[src/rtl/serial_subtractor_moore.sv]
// Bit-serial two's-complement subtractor with a parallel valid/ready wrapper.
// Computes diff = a_in - b_in one bit per clock, LSB first. The running borrow
// is encoded in the FSM state (StB0 / StB1) rather than in a separate flop.
//
// Ports:
//   clk        - clock, all state updates on the rising edge
//   reset_n    - synchronous active-low reset
//   in_valid   - operands a_in/b_in presented
//   in_ready   - block can accept operands (idle only, low while in reset)
//   a_in       - minuend
//   b_in       - subtrahend
//   out_valid  - diff/borrow_out valid (done only)
//   out_ready  - consumer accepts result
//   diff       - a - b modulo 2^WIDTH
//   borrow_out - 1 when a < b (unsigned)
//   ser_a      - current serial minuend bit (0 when not shifting)
//   ser_b      - current serial subtrahend bit (0 when not shifting)
//   ser_d      - current serial difference bit (0 when not shifting)
module serial_subtractor_moore #(
  parameter int unsigned WIDTH = 8
) (
  input  logic             clk,
  input  logic             reset_n,
  input  logic             in_valid,
  output logic             in_ready,
  input  logic [WIDTH-1:0] a_in,
  input  logic [WIDTH-1:0] b_in,
  output logic             out_valid,
  input  logic             out_ready,
  output logic [WIDTH-1:0] diff,
  output logic             borrow_out,
  output logic             ser_a,
  output logic             ser_b,
  output logic             ser_d
);

  // At least one counter bit so WIDTH=1 still elaborates.
  localparam int unsigned CntW = (WIDTH > 1) ? $clog2(WIDTH) : 1;
  localparam logic [CntW-1:0] LastCnt = CntW'(WIDTH - 1);

  typedef enum logic [1:0] {
    StIdle,
    StB0,
    StB1,
    StDone
  } state_e;

  state_e state_q, state_d;

  logic [CntW-1:0]  cnt_q;
  logic [WIDTH-1:0] sreg_a_q;
  logic [WIDTH-1:0] sreg_b_q;
  logic [WIDTH-1:0] diff_q;
  logic             borrow_q;

  logic shifting;
  logic last_bit;
  logic load;
  logic bit_a;
  logic bit_b;
  logic bit_br;
  logic bit_d;
  logic borrow_nxt;

  // Full-subtractor cell on the current LSBs; borrow-in comes from the state.
  assign shifting   = (state_q == StB0) || (state_q == StB1);
  assign last_bit   = (cnt_q == LastCnt);
  assign load       = (state_q == StIdle) && in_valid;
  assign bit_a      = sreg_a_q[0];
  assign bit_b      = sreg_b_q[0];
  assign bit_br     = (state_q == StB1);
  assign bit_d      = bit_a ^ bit_b ^ bit_br;
  assign borrow_nxt = (~bit_a & bit_b) | (~(bit_a ^ bit_b) & bit_br);

  // State register
  always_ff @(posedge clk) begin
    if (!reset_n) begin
      state_q <= StIdle;
    end else begin
      state_q <= state_d;
    end
  end

  // Next-state logic
  always_comb begin
    state_d = state_q;
    unique case (state_q)
      StIdle: begin
        if (in_valid) state_d = StB0;
      end
      StB0, StB1: begin
        if (last_bit) begin
          state_d = StDone;
        end else begin
          state_d = borrow_nxt ? StB1 : StB0;
        end
      end
      StDone: begin
        if (out_ready) state_d = StIdle;
      end
      default: state_d = StIdle;
    endcase
  end

  // Shift registers, bit counter and result registers
  always_ff @(posedge clk) begin
    if (!reset_n) begin
      cnt_q    <= '0;
      sreg_a_q <= '0;
      sreg_b_q <= '0;
      diff_q   <= '0;
      borrow_q <= 1'b0;
    end else if (load) begin
      cnt_q    <= '0;
      sreg_a_q <= a_in;
      sreg_b_q <= b_in;
      diff_q   <= '0;
    end else if (shifting) begin
      cnt_q    <= cnt_q + 1'b1;
      sreg_a_q <= sreg_a_q >> 1;
      sreg_b_q <= sreg_b_q >> 1;
      // Result bits arrive LSB first, so each one enters at the MSB.
      diff_q   <= (diff_q >> 1) | (WIDTH'(bit_d) << (WIDTH - 1));
      if (last_bit) borrow_q <= borrow_nxt;
    end
  end

  // Outputs
  always_comb begin
    in_ready   = reset_n && (state_q == StIdle);
    out_valid  = (state_q == StDone);
    diff       = diff_q;
    borrow_out = borrow_q;
    ser_a      = 1'b0;
    ser_b      = 1'b0;
    ser_d      = 1'b0;
    if (shifting) begin
      ser_a = bit_a;
      ser_b = bit_b;
      ser_d = bit_d;
    end
  end

endmodule

[config.mk]
export PLATFORM = sky130hd
export DESIGN_NAME = serial_subtractor_moore
export DESIGN_NICKNAME = d
export VERILOG_FILES = /design/src/rtl/serial_subtractor_moore.sv
export SDC_FILE = /design/constraint.sdc
export NUM_CORES = 1
export LEC_CHECK = 0
export ABC_CLOCK_PERIOD_IN_PS = 1500
export CORE_MARGIN = 5
export CORE_UTILIZATION = 43
export DETAILED_ROUTE_END_ITERATION = 12
export PLACE_DENSITY = 0.72
export SYNTH_ARGS = -nofsm -noshare
export SYNTH_HDL_FRONTEND = slang
export SYNTH_SLANG_ARGS = --single-unit
[constraint.sdc]
create_clock -name clk -period 1.5 [get_ports clk]
set_clock_uncertainty 0.1 [all_clocks]
set_input_delay 0.375 -clock clk [delete_from_list [all_inputs] [get_ports clk]]
set_output_delay 0.375 -clock clk [all_outputs]
set_load 0.02 [all_outputs]
=== Word level (Yosys, flattened, before mapping) ===
Index checks and enable logic that the tools add are counted.

* Multiplexer cells: 12
* Eq/ne operators: 6
* $add $sub $neg: 1
* Reductions and logical operators: 9
* Bitwise logic cells: 10

{| class="wikitable"
|+ Operators with widths
! kind !! count
|-
| 8-bit two-way mux || 4
|-
| 2-bit two-way mux || 4
|-
| 7-bit by 8-bit OR with 8-bit output || 1
|-
| 2-bit case mux with 3 select lines || 1
|-
| 2-bit == test, second input constant || 2
|-
| 1-bit NOT || 4
|-
| 2-bit OR reduction || 2
|-
| 3-bit by 1-bit adder with 3-bit output, second input constant || 1
|-
| 3-bit == test, second input constant || 1
|-
| 1-bit two-way mux || 3
|-
| 3-bit AND reduction || 1
|-
| 1-bit AND || 2
|-
| 2-bit by 1-bit == test with 1-bit output, second input constant || 1
|-
| 1-bit logical AND || 2
|-
| 2-bit logical NOT || 1
|-
| 2-bit by 1-bit != test with 1-bit output, second input constant || 1
|-
| 2-bit != test, second input constant || 1
|-
| 2-bit AND reduction || 1
|-
| 2-bit nonzero test || 1
|-
| 1-bit bitwise XOR || 2
|-
| 1-bit logical OR || 1
|-
| 1-bit OR || 1
|}

* Input bits: 20
* Word-level logic and storage cells: 44
* Bits in registers: 30
* Output and inout bits: 14

=== Logic depth before layout (Yosys ltp) ===
Gate-level depths: netlist of run 1.

* Depth after elaboration: 7
* Depth in mapped cells: 7
* Mapped depth without buffers: 6

=== Worst setup path after synthesis of run 1 ===
No wires, ideal clock.

* Path type: register to output
* Start point: register state_q[0]
* End point: output port ser_d
* Path slack: -0.322 ns
* Cell stages (with the launch flop): 5
* Required time: 1.025 ns
* Data arrival time: 1.347 ns
* Buffers on the path: 0
* Path through: dfxtp_1 -> inv_1 -> ha_1 -> fa_1 -> nor2b_1

* Word-level cells in the longest chain between the ends: 3
* Elaborated cells between the ends (all ways): 5
* Classes of those cells: eq/ne (2); mux (1); bitwise (1); reduce/logical (1)

{| class="wikitable"
|+ Ends and longest elaborated chain
! what !! RTL line !! source
|-
| start, declared || 48 || <nowiki>state_e state_q, state_d;</nowiki>
|-
| start signal, assigned || 78 || <nowiki>state_q <= StIdle;</nowiki>
|-
| start signal, assigned || 80 || <nowiki>state_q <= state_d;</nowiki>
|-
| 2-bit == test / 2-bit by 1-bit == test with 1-bit output (equally long branches) || 66, 71 ||
|-
| 1-bit bitwise XOR / 1-bit logical OR (equally long branches) || 72, 66 ||
|-
| 1-bit two-way mux * || 137 || <nowiki>if (shifting) begin</nowiki>
|-
| end, declared || 34 || <nowiki>output logic ser_d</nowiki>
|}

Mark *: on every way between the ends. The rest lies on a longest branch, timed or not.

=== Worst setup path in the final report of run 1 ===
Ends and elaborated chain as after synthesis.

==> impl_summary.md, run 1 <==
Outcome
The run finished, with violations left. The final reports fail on setup timing.

Place
The post-place setup slack is -0.751 ns. Input and output buffers added on the ports amount to 33. The number of placed instances, taps included is 226.

The half-perimeter wire length after placement is about 2200 µm. The global placer's final weighted congestion is approximately 0.76.

Worst setup path
The startpoint identified for the worst register-to-register timing path is state_q[0]. The data arrival time of the critical path is 1.60 ns. The sort of element at the start of the critical path is a register.

The critical path goes through inv_2 > ha_4 > fa_2 > nor2b_4 > buf_6. The worst-case register-to-register setup slack is -0.42 ns. The count of cells along the worst register-to-register path is 11. The worst setup path is captured at an output pin. The maximum fanout encountered on the critical timing path is 2.

The type of the worst setup path is reg -> out. The cell at the slowest stage of the critical path is fa_2. The capturing instance or port of the critical path is ser_d. The maximum single-stage delay on the critical path is 0.57 ns. The launching instance or port of the critical path is state_q[0]. The worst reg2reg path endpoint is state_q[0].

For the worst setup path, the data required time is 1.02 ns.

Power
Across the VDD grid, the largest voltage drop is roughly 0.00063 V. The power per unit of standard cell area is 956 mW/mm². The static leakage power is about 0.91 nW.

Yosys
The count of yosys warnings during synthesis is 0. The post-synthesis instance total is between 100 and 150. The number of storage elements in the synthesis netlist is 30.

Dividing the synthesized area by the synthesized cell count gives ~10 µm². For this run, the register share of the synthesized area comes to 0.434. The area of the mapped netlist is roughly 0.0014 mm². After synthesis, the netlist uses 26 different library cells. The number of nets in the synthesized netlist is approximately 170.

Die
The die area is between 0.004 and 0.005 mm². The floorplan has 20 rows. The region available for standard cell placement spans between 0.003 and 0.004 mm². The starting density of the core is 0.449.

From left edge to right edge, the die measures around 67 µm. 34 I/O pins were placed. In this run the vertical extent of the chip is between 60 and 70 µm.

STA
Of the available clock period, the critical path in the final layout requires 1.38. After layout, the minimum clock period comes to about 2.1 ns. Setup repair after global routing could not meet its margin everywhere. The achievable frequency is between 400 and 500 MHz.

The summed negative setup slack over all endpoints is -12.38 ns. The final count of pins violating max slew is 0. The pin slew with the least headroom to its limit is between 0.15 and 0.2 ns. The smallest setup slack after layout is -0.577 ns. The tightest slew margin relative to the limit is 0.866.

The hold violation total from the final report was 0. Setup violations remaining at the end of the flow were counted as 35.

Final layout
The number of fill cells in the layout is between 200 and 250. The area growth from synthesis to layout is 60.6%. At the end of the flow the core is filled with cells to 0.722. Of the cells placed in the final design, the portion with a size suffix greater than 1 is 0.379. 0 antenna diodes ended up in the layout.

For this run, the post-layout net count is 228. The finished layout holds roughly 250 standard cells, fillers aside.

GRT
The maximum number of pins on one net before global-route repair is 12. In the global route stage, overall resource usage came out at 0.178. The via count of the first global-routing pass came to 1272. The global-route wire length before repair is ~6000 µm. The initial antenna violation count is 0. Summed over all layers, the global routing overflow is 0.

Route
The detailed router placed between 1000 and 1500 vias in this run. The detailed router finished its first iteration with 73 violations. The post-detailed-route count of antenna-violating nets is 0. The routed design has between 3000 and 4000 µm of wire.

The DRC violations left is 0. The via density per instance is slightly below 5. The length of the first detailed-routing pass in iterations is 4. After detailed routing, the average wire length per cell comes to ~15 µm.

CTS
For this design, the sink count on the clock tree is 30. The clock passes through at most 2 buffers. The total number of H-tree levels is 2. TritonCTS built the clock tree. For this design, the CTS-stage hold fixing added 0 buffers. The tree is rooted in a clkbuf_4. The clock network latency to the later pin of the worst-skew pair is around 0.32 ns. Clock-pin slew was measured on the worst setup and hold paths at 0.09 ns. Buffers inserted during clock tree synthesis total 5.

Hold path
The worst min-delay path category is reg -> reg.

Run
The number of maximum-capacitance constraint violations is 0.
[registers in the layout, indices dropped and copies added (netlist names)]
register / cells
sreg_b_q: 8
diff: 8
borrow_out: 1
state_q: 2
cnt_q: 3
sreg_a_q: 8
[cell type report]
cell class	instances	area (µm²)	area share
clock inverter	1	5.00	0.00225
sequential	30	603	0.272
inverter	5	18.8	0.00845
tap	44	55.1	0.0248
clock buffer	7	55.1	0.0248
timing repair buffer	63	659	0.297
multi-input combinational	97	825	0.371
[placed cells by master, fill, tap and decap left out, types with 2 or more instances in the layout]
master	count
buf_12	7
nand2b_1	2
dfxtp_1	28
inv_2	2
dfxtp_2	2
buf_4	14
ha_1	2
ha_4	3
nand4_1	2
buf_8	3
clkdlybuf4s50_1	19
a21oi_2	3
o21ai_0	2
clkbuf_4	5
mux2i_1	21
a211oi_1	9
inv_1	2
and2_4	3
a21oi_1	2
nor2b_1	2
nand3_1	2
clkbuf_2	7
nand3b_1	3
nor2_1	24
a211oi_2	5
buf_6	11
[timing repair]
| action | 4_1_cts | 5_1_grt |
|---|---|---|
| setup buffers | 4 | 11 |
| endpoints found under the setup margin | 44 | 42 |
| gates cloned | 4 | 0 |
| pin swaps | 22 | 8 |
| gates resized for setup | 77 | 29 |
[layer usage]
metal  vias up  GRT usage  share of wire
met2        34      0.288           0.50
met4         0     0.0533         0.0071
li1        618          -              -
met3         5     0.0506          0.062
met1       571      0.227           0.43
met5         -          0              0
[synth_stat cells]
master      n  share of area
inv_1       4          0.011
a31o_2      1         0.0063
fa_1        1          0.014
o21ai_0     2         0.0072
xnor2_1     1         0.0063
o211ai_1    1         0.0054
ha_1        5          0.045
nand3_1     2         0.0072
buf_4       3          0.016
o211a_1     1         0.0072
dfxtp_1    30           0.43
nand2_1     3         0.0081
mux2i_1    22           0.16
nand2b_1    3          0.014
nor2_1     24          0.065
a21oi_1     5          0.018
nand3b_1    3          0.016
o2111ai_1   1         0.0063
buf_12      1          0.014
nand4_1     2         0.0090
buf_2       4          0.014
a211oi_1   14          0.076
clkinv_1    1         0.0027
and2_1      3          0.014
nor2b_1     3          0.014
buf_6       1         0.0081
[worst max-delay path, delay by kind of cell, from the launching register on]
| kind | cells | cell delay (ns) |
|---|---|---|
| adder cells (fa/ha/maj) | 2 | 0.72 |
| buffers and inverters | 2 | 0.17 |
| flip-flops | 1 | 0.34 |
| AND/OR/NAND/NOR | 1 | 0.05 |
[cells by family (layout without fill, tap and decap cells)]
| group | after synthesis | in the layout | share of synthesized area |
|---|---|---|---|
| AOI/OAI and AO/OA | 25 | 25 | 0.127 |
| xor gates and xnor gates | 1 | 1 | 0.00634 |
| adders and majority gates | 6 | 6 | 0.0597 |
| buffers and inverters | 14 | 76 | 0.0670 |
| DFF | 30 | 30 | 0.434 |
| muxes | 22 | 22 | 0.159 |
| and+or+nand+nor | 43 | 43 | 0.147 |
[power by group]
part           total [mW]  internal (mW)  switching [mW]
clock network       0.497          0.227           0.270
registers           0.897          0.857          0.0399
logic               0.730          0.426           0.303
total                2.12           1.51           0.613
[worst min-delay path by stage]
| stage | end | slack, ns | cells past startpoint | start |
|---|---|---|---|---|
| detailed placement | sreg_a_q[7] | 0.38 | 2 | sreg_a_q[7] |
| floorplan | sreg_a_q[7] | 0.36 | 2 | sreg_a_q[7] |
| CTS | sreg_a_q[7] | 0.39 | 2 | sreg_a_q[7] |
| global placement | sreg_a_q[7] | 0.37 | 2 | sreg_a_q[7] |
| finish | sreg_a_q[7] | 0.39 | 2 | sreg_a_q[7] |
| global route | sreg_a_q[7] | 0.41 | 2 | sreg_a_q[7] |
[through the flow]
stage	hold slack [ns]	power (mW)	cell area [µm²]
final	0.388	2.12	2220
after floorplan	0.360	1.22	1410
after detailed placement	0.378	1.38	1860
after global placement	0.370	1.37	1860
after global routing	0.406	2.23	2220
after CTS	0.389	2.09	2180
Note: power is estimated with default switching activity, not from simulation.
==> run 2, diff against run 1 <==
--- a/config.mk
+++ b/config.mk
@@ -5,11 +5,12 @@
 export SDC_FILE = /design/constraint.sdc
 export NUM_CORES = 1
 export LEC_CHECK = 0
-export ABC_CLOCK_PERIOD_IN_PS = 1500
+export ABC_CLOCK_PERIOD_IN_PS = 2210
 export CORE_MARGIN = 5
-export CORE_UTILIZATION = 43
+export CORE_UTILIZATION = 48
+export CTS_CLUSTER_SIZE = 24
 export DETAILED_ROUTE_END_ITERATION = 12
-export PLACE_DENSITY = 0.72
+export PLACE_DENSITY = 0.76
 export SYNTH_ARGS = -nofsm -noshare
 export SYNTH_HDL_FRONTEND = slang
 export SYNTH_SLANG_ARGS = --single-unit
==> constraint.sdc (replaced) <==
create_clock -name clk -period 2.21 [get_ports clk]
set_clock_uncertainty 0.1 [all_clocks]
set_input_delay 0.5525 -clock clk [delete_from_list [all_inputs] [get_ports clk]]
set_output_delay 0.5525 -clock clk [all_outputs]
set_load 0.02 [all_outputs]
==> run 2 against run 1 <==
Net effect: the flow still finishes with violations (setup timing); final area decreased by 17%; die area decreased by 8.9%; critical path depth unchanged; combinational power fell by 59%; routed wire length shrank 25%; core utilization fell by 5.2 points; hold slack worse by 0.0015 ns; setup slack gained 0.49 ns; first-iteration DRC count shrank 55%; clock-buffer cell count stayed put; flip-flop and latch count stayed put; largest cell class unchanged; largest power group unchanged.
==> impl_summary.md, run 2 (synthesis results as in run 1) <==
Worst setup path
The maximum fanout encountered on the critical timing path is 2 (unchanged). The worst flop-to-flop path startpoint is state_q[1] (was state_q[0]). The worst-case register-to-register setup slack is 0.42 ns (was -0.42 ns). The sort of element at the start of the critical path is a register (unchanged). The count of cells along the worst register-to-register path is 7 (was 11). The type of the worst setup path is reg -> out (unchanged). The endpoint kind of the worst setup timing path is an output pin (unchanged). The data arrival time of the critical path was 1.65 ns (was 1.60 ns).

The data required time at the worst endpoint is 1.56 ns (was 1.02 ns). The worst reg2reg path endpoint is diff[7] (was state_q[0]).

STA
The smallest setup slack after layout is -0.0902 ns (was -0.577 ns). For this run, the top clock speed supported by timing is roughly 430 MHz. The final count of pins violating max slew is 0 (unchanged).

The pin slew with the least headroom to its limit came to 0.344 ns (was 0.196 ns). The tightest slew margin relative to the limit came to 0.770 (was 0.866). Unrepaired setup endpoints after global routing: yes (unchanged). The worst slack on hold paths is 0.386 ns (was 0.388 ns).

The final setup violation count came to 1 (was 35). The clock period minus worst slack is ~2.3 ns. The hold violation total from the final report came to 0 (unchanged). Of the available clock period, the critical path in the final layout requires 1.04.

Die
The floorplan row count is 19 (was 20). The core area was 0.00276 mm² (was 0.00308 mm²). The chip height came to 63.7 µm (was 66.7 µm). The horizontal die dimension is 63.7 µm (was 66.7 µm). The number of ports placed on the die boundary is 34 (unchanged).

The die area is 0.00405 mm² (was 0.00445 mm²). The starting density of the core was 0.501 (was 0.449).

Hold path
The worst hold path stage count was 2 (unchanged). The hold path startpoint was sreg_a_q[7] (unchanged). The worst min-delay path category was reg -> reg (unchanged).

The worst hold endpoint is sreg_a_q[7] (unchanged).

GRT
The initial antenna violation count was 0 (unchanged). The global-route wire length before repair was 4770 µm (was 5930 µm). The final global-route overflow total is 0 (unchanged). The via count of the first global-routing pass is 1113 (was 1272). The maximum number of pins on one net before global-route repair is 29 (was 12). The global router's overall resource usage was 0.149 (was 0.178).

Final layout
The area growth from synthesis to layout is 33.5% (was 60.6%). The final antenna diode count was 0 (unchanged). The fraction of final layout cells with drive strength greater than 1 is 0.147 (was 0.379). Most used cells in the layout excluding fill and tap cells: dfxtp_1 (28), clkdlybuf4s50_1 (28), nor2_1 (24) (was dfxtp_1 (28), nor2_1 (24), mux2i_1 (21)). The area of all placed cells without fillers is 0.00185 mm² (was 0.00222 mm²). The number of nets in the layout came to 209 (was 228). The final non-filler cell total was 215 (was 247).

Place
The number of port buffers is 33 (unchanged). The number of placed instances, taps included is 207 (was 226). The global placer's final weighted congestion came to 0.760 (unchanged). The post-place setup slack is -0.226 ns (was -0.751 ns). The half-perimeter wire length after placement is 2040 µm (was 2250 µm). The post-placement cell area is 0.00177 mm² (was 0.00186 mm²).

CTS
The clock tree buffer depth is 2 (unchanged). The clock network latency to the later pin of the worst-skew pair is 0.33 ns (was 0.32 ns). The clock slew seen by the registers of the worst setup and hold paths is 0.10 ns (was 0.09 ns). The clock net sink count was 30 (unchanged). The master cell of the clock root buffer is clkbuf_4 (unchanged).

The number of buffers added to fix hold violations after cts is 0 (unchanged). The CTS tree is done (unchanged). The number of buffers added by the clock tree synthesis step is 5 (unchanged).

The total number of H-tree levels came to 2 (unchanged).

Route
The per-cell routed wire length is 13.2 µm (was 15.3 µm). The post-detailed-route count of antenna-violating nets was 0 (unchanged). The length of the first detailed-routing pass in iterations is 4 (unchanged). The total number of vias is 1117 (was 1228). The DRC violations left was 0 (unchanged).

The number of DRC markers after the initial detailed-route iteration is 33 (was 73). The total detailed-routing wirelength is 2830 µm (was 3780 µm). The via density per instance is 5.20 (was 4.97).

Outcome
Failing checks: setup timing (unchanged). Status: complete, but fails checks (unchanged).

Power
The total power of the final layout was 1.25 mW (was 2.12 mW). The maximum ir drop on the vdd rail is 0.000480 V (was 0.000628 V). The static leakage power is 0.745 nW (was 0.914 nW).

The power per unit of standard cell area is 676 mW/mm² (was 956 mW/mm²).

Run
The number of maximum-capacitance constraint violations is 0 (unchanged).
run 2: changes by cell type in the layout (fill, tap and decap cells not counted), moves of 5 or more:
cell	change
clkbuf_2	-7
a211oi_2	-5
buf_12	-6
buf_6	-11
a211oi_1	+5
clkdlybuf4s50_1	+9
run 2: how the worst max path moves through the flow:
stage | start | to | slack, ns | cells past startpoint
floorplan | state_q[0] | ser_d | 0.21 | 4
global placement | reset_n | in_ready | -0.22 | 3
detailed placement | reset_n | in_ready | -0.23 | 3
CTS | state_q[0] | ser_d | -0.12 | 5
global route | state_q[0] | ser_d | -0.20 | 5
finish | state_q[0] | ser_d | -0.09 | 5
run 2: stage by stage:
| step | utilization | TNS [ns] |
|---|---|---|
| after CTS | 0.669 | -0.115 |
| after global routing | 0.669 | -0.197 |
| after global placement | 0.643 | -0.466 |
| after floorplan | - | 0 |
| after detailed placement | 0.643 | -0.459 |
| final | 0.669 | -0.0902 |
run 2: power by group:
part | switching [mW] | internal, mW
clock | 0.192 | 0.154
combinational | 0.142 | 0.155
sequential | 0.0236 | 0.582
total | 0.357 | 0.891
run 2: area by class of cell:
class / instances / area [µm²]
timing repair buffer: 44 / 410
fill: 214 / 912
tap: 31 / 38.8
clock buffer: 7 / 55.1
clock inverter: 1 / 5.00
sequential: 30 / 603
inverter: 5 / 18.8
multi-input combinational: 97 / 714
run 2: per-layer routing:
metal | wire length, µm | vias up | GRT usage | share of wire
li1 | - | 580 | - | -
met1 | 1390 | 502 | 0.182 | 0.49
met2 | 1190 | 28 | 0.213 | 0.42
met3 | 174 | 7 | 0.0639 | 0.061
met4 | 80 | 0 | 0.0935 | 0.028
met5 | 0 | - | 0 | 0
run 2: repair_timing:
action / in CTS / in global routing
endpoints found under the setup margin: 5 / 3
endpoints found under the hold margin: 0 / 0
pin swaps: 0 / 2
gates resized for setup: 15 / 6
buffers inserted: 0 / 0
run 2: critical path: stages (launching register included):
cell	delay [ns]
dfxtp_2	0.34
inv_2	0.05
ha_4	0.15
fa_1	0.49
nor2b_1	0.13
buf_4	0.15
==> run 3, diff against run 2 <==
--- a/config.mk
+++ b/config.mk
@@ -6,6 +6,7 @@
 export NUM_CORES = 1
 export LEC_CHECK = 0
 export ABC_CLOCK_PERIOD_IN_PS = 2210
+export CORE_ASPECT_RATIO = 1.4
 export CORE_MARGIN = 5
 export CORE_UTILIZATION = 48
 export CTS_CLUSTER_SIZE = 24
==> run 3 against run 2 <==
Net effect: the flow still finishes with violations (setup timing); via count up 4.8%; setup slack gained 0.0095 ns; register-to-register slack better by 0.04 ns; sequential share of layout area fell by 0.97 points; first-iteration DRC count fell by 15%; final cell count rose by 3.7%; non-clock buffer count is 2 higher; combinational power is 5% higher; maximum frequency grew 0.41%; core utilization increased by 0.51 points; power rose by 16%; critical path type unchanged; highest routed layer unchanged.
==> impl_summary.md, run 3 (synthesis results as in run 1) <==
Place
The post-place setup slack is -0.265 ns (was -0.226 ns). The number of port buffers was 33 (unchanged). The number of placed instances, taps included is 214 (was 207).

The half-perimeter wire length after placement is 2400 µm (was 2040 µm). The global placer's final weighted congestion is 0.724 (was 0.760).

STA
The pin slew with the least headroom to its limit came to 0.393 ns (was 0.344 ns). The worst slack on hold paths is 0.389 ns (was 0.386 ns). The tightest slew margin relative to the limit came to 0.737 (was 0.770). The achievable frequency is 437 MHz (was 435 MHz). The hold violation total from the final report was 0 (unchanged). The clock period minus worst slack is 2.29 ns (was 2.30 ns). The final count of pins violating max slew came to 0 (unchanged). Unrepaired setup endpoints after global routing: yes (unchanged). The final setup violation count was 1 (unchanged). The part of the cycle the worst path needs is 1.04 (about the same).

The smallest setup slack after layout is -0.0807 ns (was -0.0902 ns).

Power
The maximum ir drop on the vdd rail is 0.000577 V (was 0.000480 V). The static leakage power is 0.767 nW (was 0.745 nW). The part of the total power dissipated in combinational logic is 0.215 (was 0.238). The clock power share is 0.364 (was 0.277).

The share of total power consumed by net switching is 0.253 (was 0.286). The portion of total power attributed to sequential cells is 0.421 (was 0.485). The power per unit of standard cell area is 760 mW/mm² (was 676 mW/mm²).

The internal power component came to 1.08 mW (was 0.891 mW). The total power of the final layout is 1.45 mW (was 1.25 mW). The net switching power figure came to 0.366 mW (was 0.357 mW).

CTS
The number of buffers added by the clock tree synthesis step is 5 (unchanged). The clock network latency to the later pin of the worst-skew pair is 0.27 ns (was 0.33 ns). The total number of H-tree levels is 2 (unchanged). The clock slew seen by the registers of the worst setup and hold paths came to 0.06 ns (was 0.10 ns). The master cell of the clock root buffer was clkbuf_8 (was clkbuf_4). The clock net sink count was 30 (unchanged). The CTS tree is done (unchanged).

The clock tree buffer depth came to 2 (unchanged).

Route
The total number of vias is 1171 (was 1117). The DRC violations left was 0 (unchanged). The number of DRC markers after the initial detailed-route iteration is 28 (was 33). The via density per instance is 5.25 (was 5.20). The length of the first detailed-routing pass in iterations is 4 (unchanged). The per-cell routed wire length was 15.3 µm (was 13.2 µm).

The post-detailed-route count of antenna-violating nets is 0 (unchanged). The total detailed-routing wirelength is 3410 µm (was 2830 µm).

Die
The starting density of the core is 0.490 (was 0.501). The chip height was 73.5 µm (was 63.7 µm). The floorplan row count is 23 (was 19). The number of ports placed on the die boundary is 34 (unchanged). The core area is 0.00282 mm² (was 0.00276 mm²).

The die area is 0.00407 mm² (was 0.00405 mm²). The horizontal die dimension came to 55.4 µm (was 63.7 µm).

Worst setup path
The sort of element at the start of the critical path was a register (unchanged). The data required time at the worst endpoint was 1.56 ns (about the same). The type of the worst setup path was reg -> out (unchanged). The data arrival time of the critical path is 1.64 ns (was 1.65 ns).

The count of cells along the worst register-to-register path is 7 (unchanged). The cell at the slowest stage of the critical path is fa_1 (unchanged). The maximum fanout encountered on the critical timing path was 2 (unchanged).

The path length in cells of the critical path was 5 (unchanged). The endpoint kind of the worst setup timing path is an output pin (unchanged). The cell class contributing the biggest share of worst-path delay is adder cells (unchanged). Critical Path, Cell by Cell: inv_2 > ha_4 > fa_1 > nor2b_1 > buf_4 (unchanged). The number of buffers and inverters on the critical path is 2 (unchanged).

The maximum single-stage delay on the critical path came to 0.51 ns (was 0.49 ns).

Final layout
The final non-filler cell total is 223 (was 215). The final antenna diode count was 0 (unchanged). Most used cells in the layout excluding fill and tap cells: dfxtp_1 (28), clkdlybuf4s50_1 (28), nor2_1 (24) (unchanged). The area growth from synthesis to layout is 37.6% (was 33.5%).

The number of fill cells in the layout is 257 (was 214). The fraction of final layout cells with drive strength greater than 1 is 0.151 (was 0.147). The number of nets in the layout came to 211 (was 209).

GRT
The global-route wire length before repair came to 5490 µm (was 4770 µm). The global router's overall resource usage came to 0.174 (was 0.149). The via count of the first global-routing pass is 1167 (was 1113).

The maximum number of pins on one net before global-route repair was 16 (was 29). The final global-route overflow total is 0 (unchanged). The initial antenna violation count came to 0 (unchanged).

Outcome
Status: complete, but fails checks (unchanged). Failing checks: setup timing (unchanged).

Hold path
The worst min-delay path category is reg -> reg (unchanged). The worst hold path stage count is 2 (unchanged).

Run
The number of maximum-capacitance constraint violations was 0 (unchanged).
-- run 3: stage by stage --
step                cell area (µm²)  setup TNS, ns  utilization
floorplan                      1380              0            -
global placement               1780         -0.450        0.630
detailed placement             1780         -0.590        0.630
CTS                            1880         -0.121        0.665
global route                   1900         -0.132        0.674
finish                         1900        -0.0807        0.674
-- run 3: area by class of cell --
cell class	instances	area, µm²	share of cell area
multi-input combinational	97	714	0.376
sequential	30	603	0.317
timing repair buffer	46	413	0.217
clock buffer	7	76.3	0.0401
tap	37	46.3	0.0243
clock inverter	1	30.0	0.0158
inverter	5	18.8	0.00987
-- run 3: path summary, 6_finish.rpt --
check / start / endpoint / slack, ns
worst max-delay path: state_q[0] / ser_d / -0.08
worst min-delay path: sreg_a_q[7] / sreg_a_q[7] / 0.39
worst max register to register: state_q[1] / sreg_b_q[4] / 0.46
worst min register to register: sreg_a_q[7] / sreg_a_q[7] / 0.39
-- run 3: power by group through the flow --
stage          combinational (mW)  sequential, mW  clock [mW]
2_1_floorplan               0.204           0.614           0
3_3_place_gp                0.288           0.616           0
3_5_place_dp                0.300           0.619           0
4_1_cts                     0.300           0.607       0.545
5_1_grt                     0.336           0.612       0.570
6_report                    0.311           0.609       0.526
-- run 3: what timing repair did --
action	CTS	global route
setup endpoints to repair	5	2
pin swaps	0	2
hold buffers	0	0
setup buffers	0	1
gates resized for setup	15	7
-- run 3: tightest hold or removal path, stage by stage, from the launching register on --
cell	delay [ns]
dfxtp_1	0.31
nand3b_1	0.07
a21oi_1	0.06
-- run 3: routing by layer --
metal	vias to the layer above	GRT usage	wire length (µm)
met4	0	0.0649	38
met3	6	0.0615	180
li1	583	-	-
met2	39	0.308	1720
met5	-	0	0
met1	543	0.192	1470
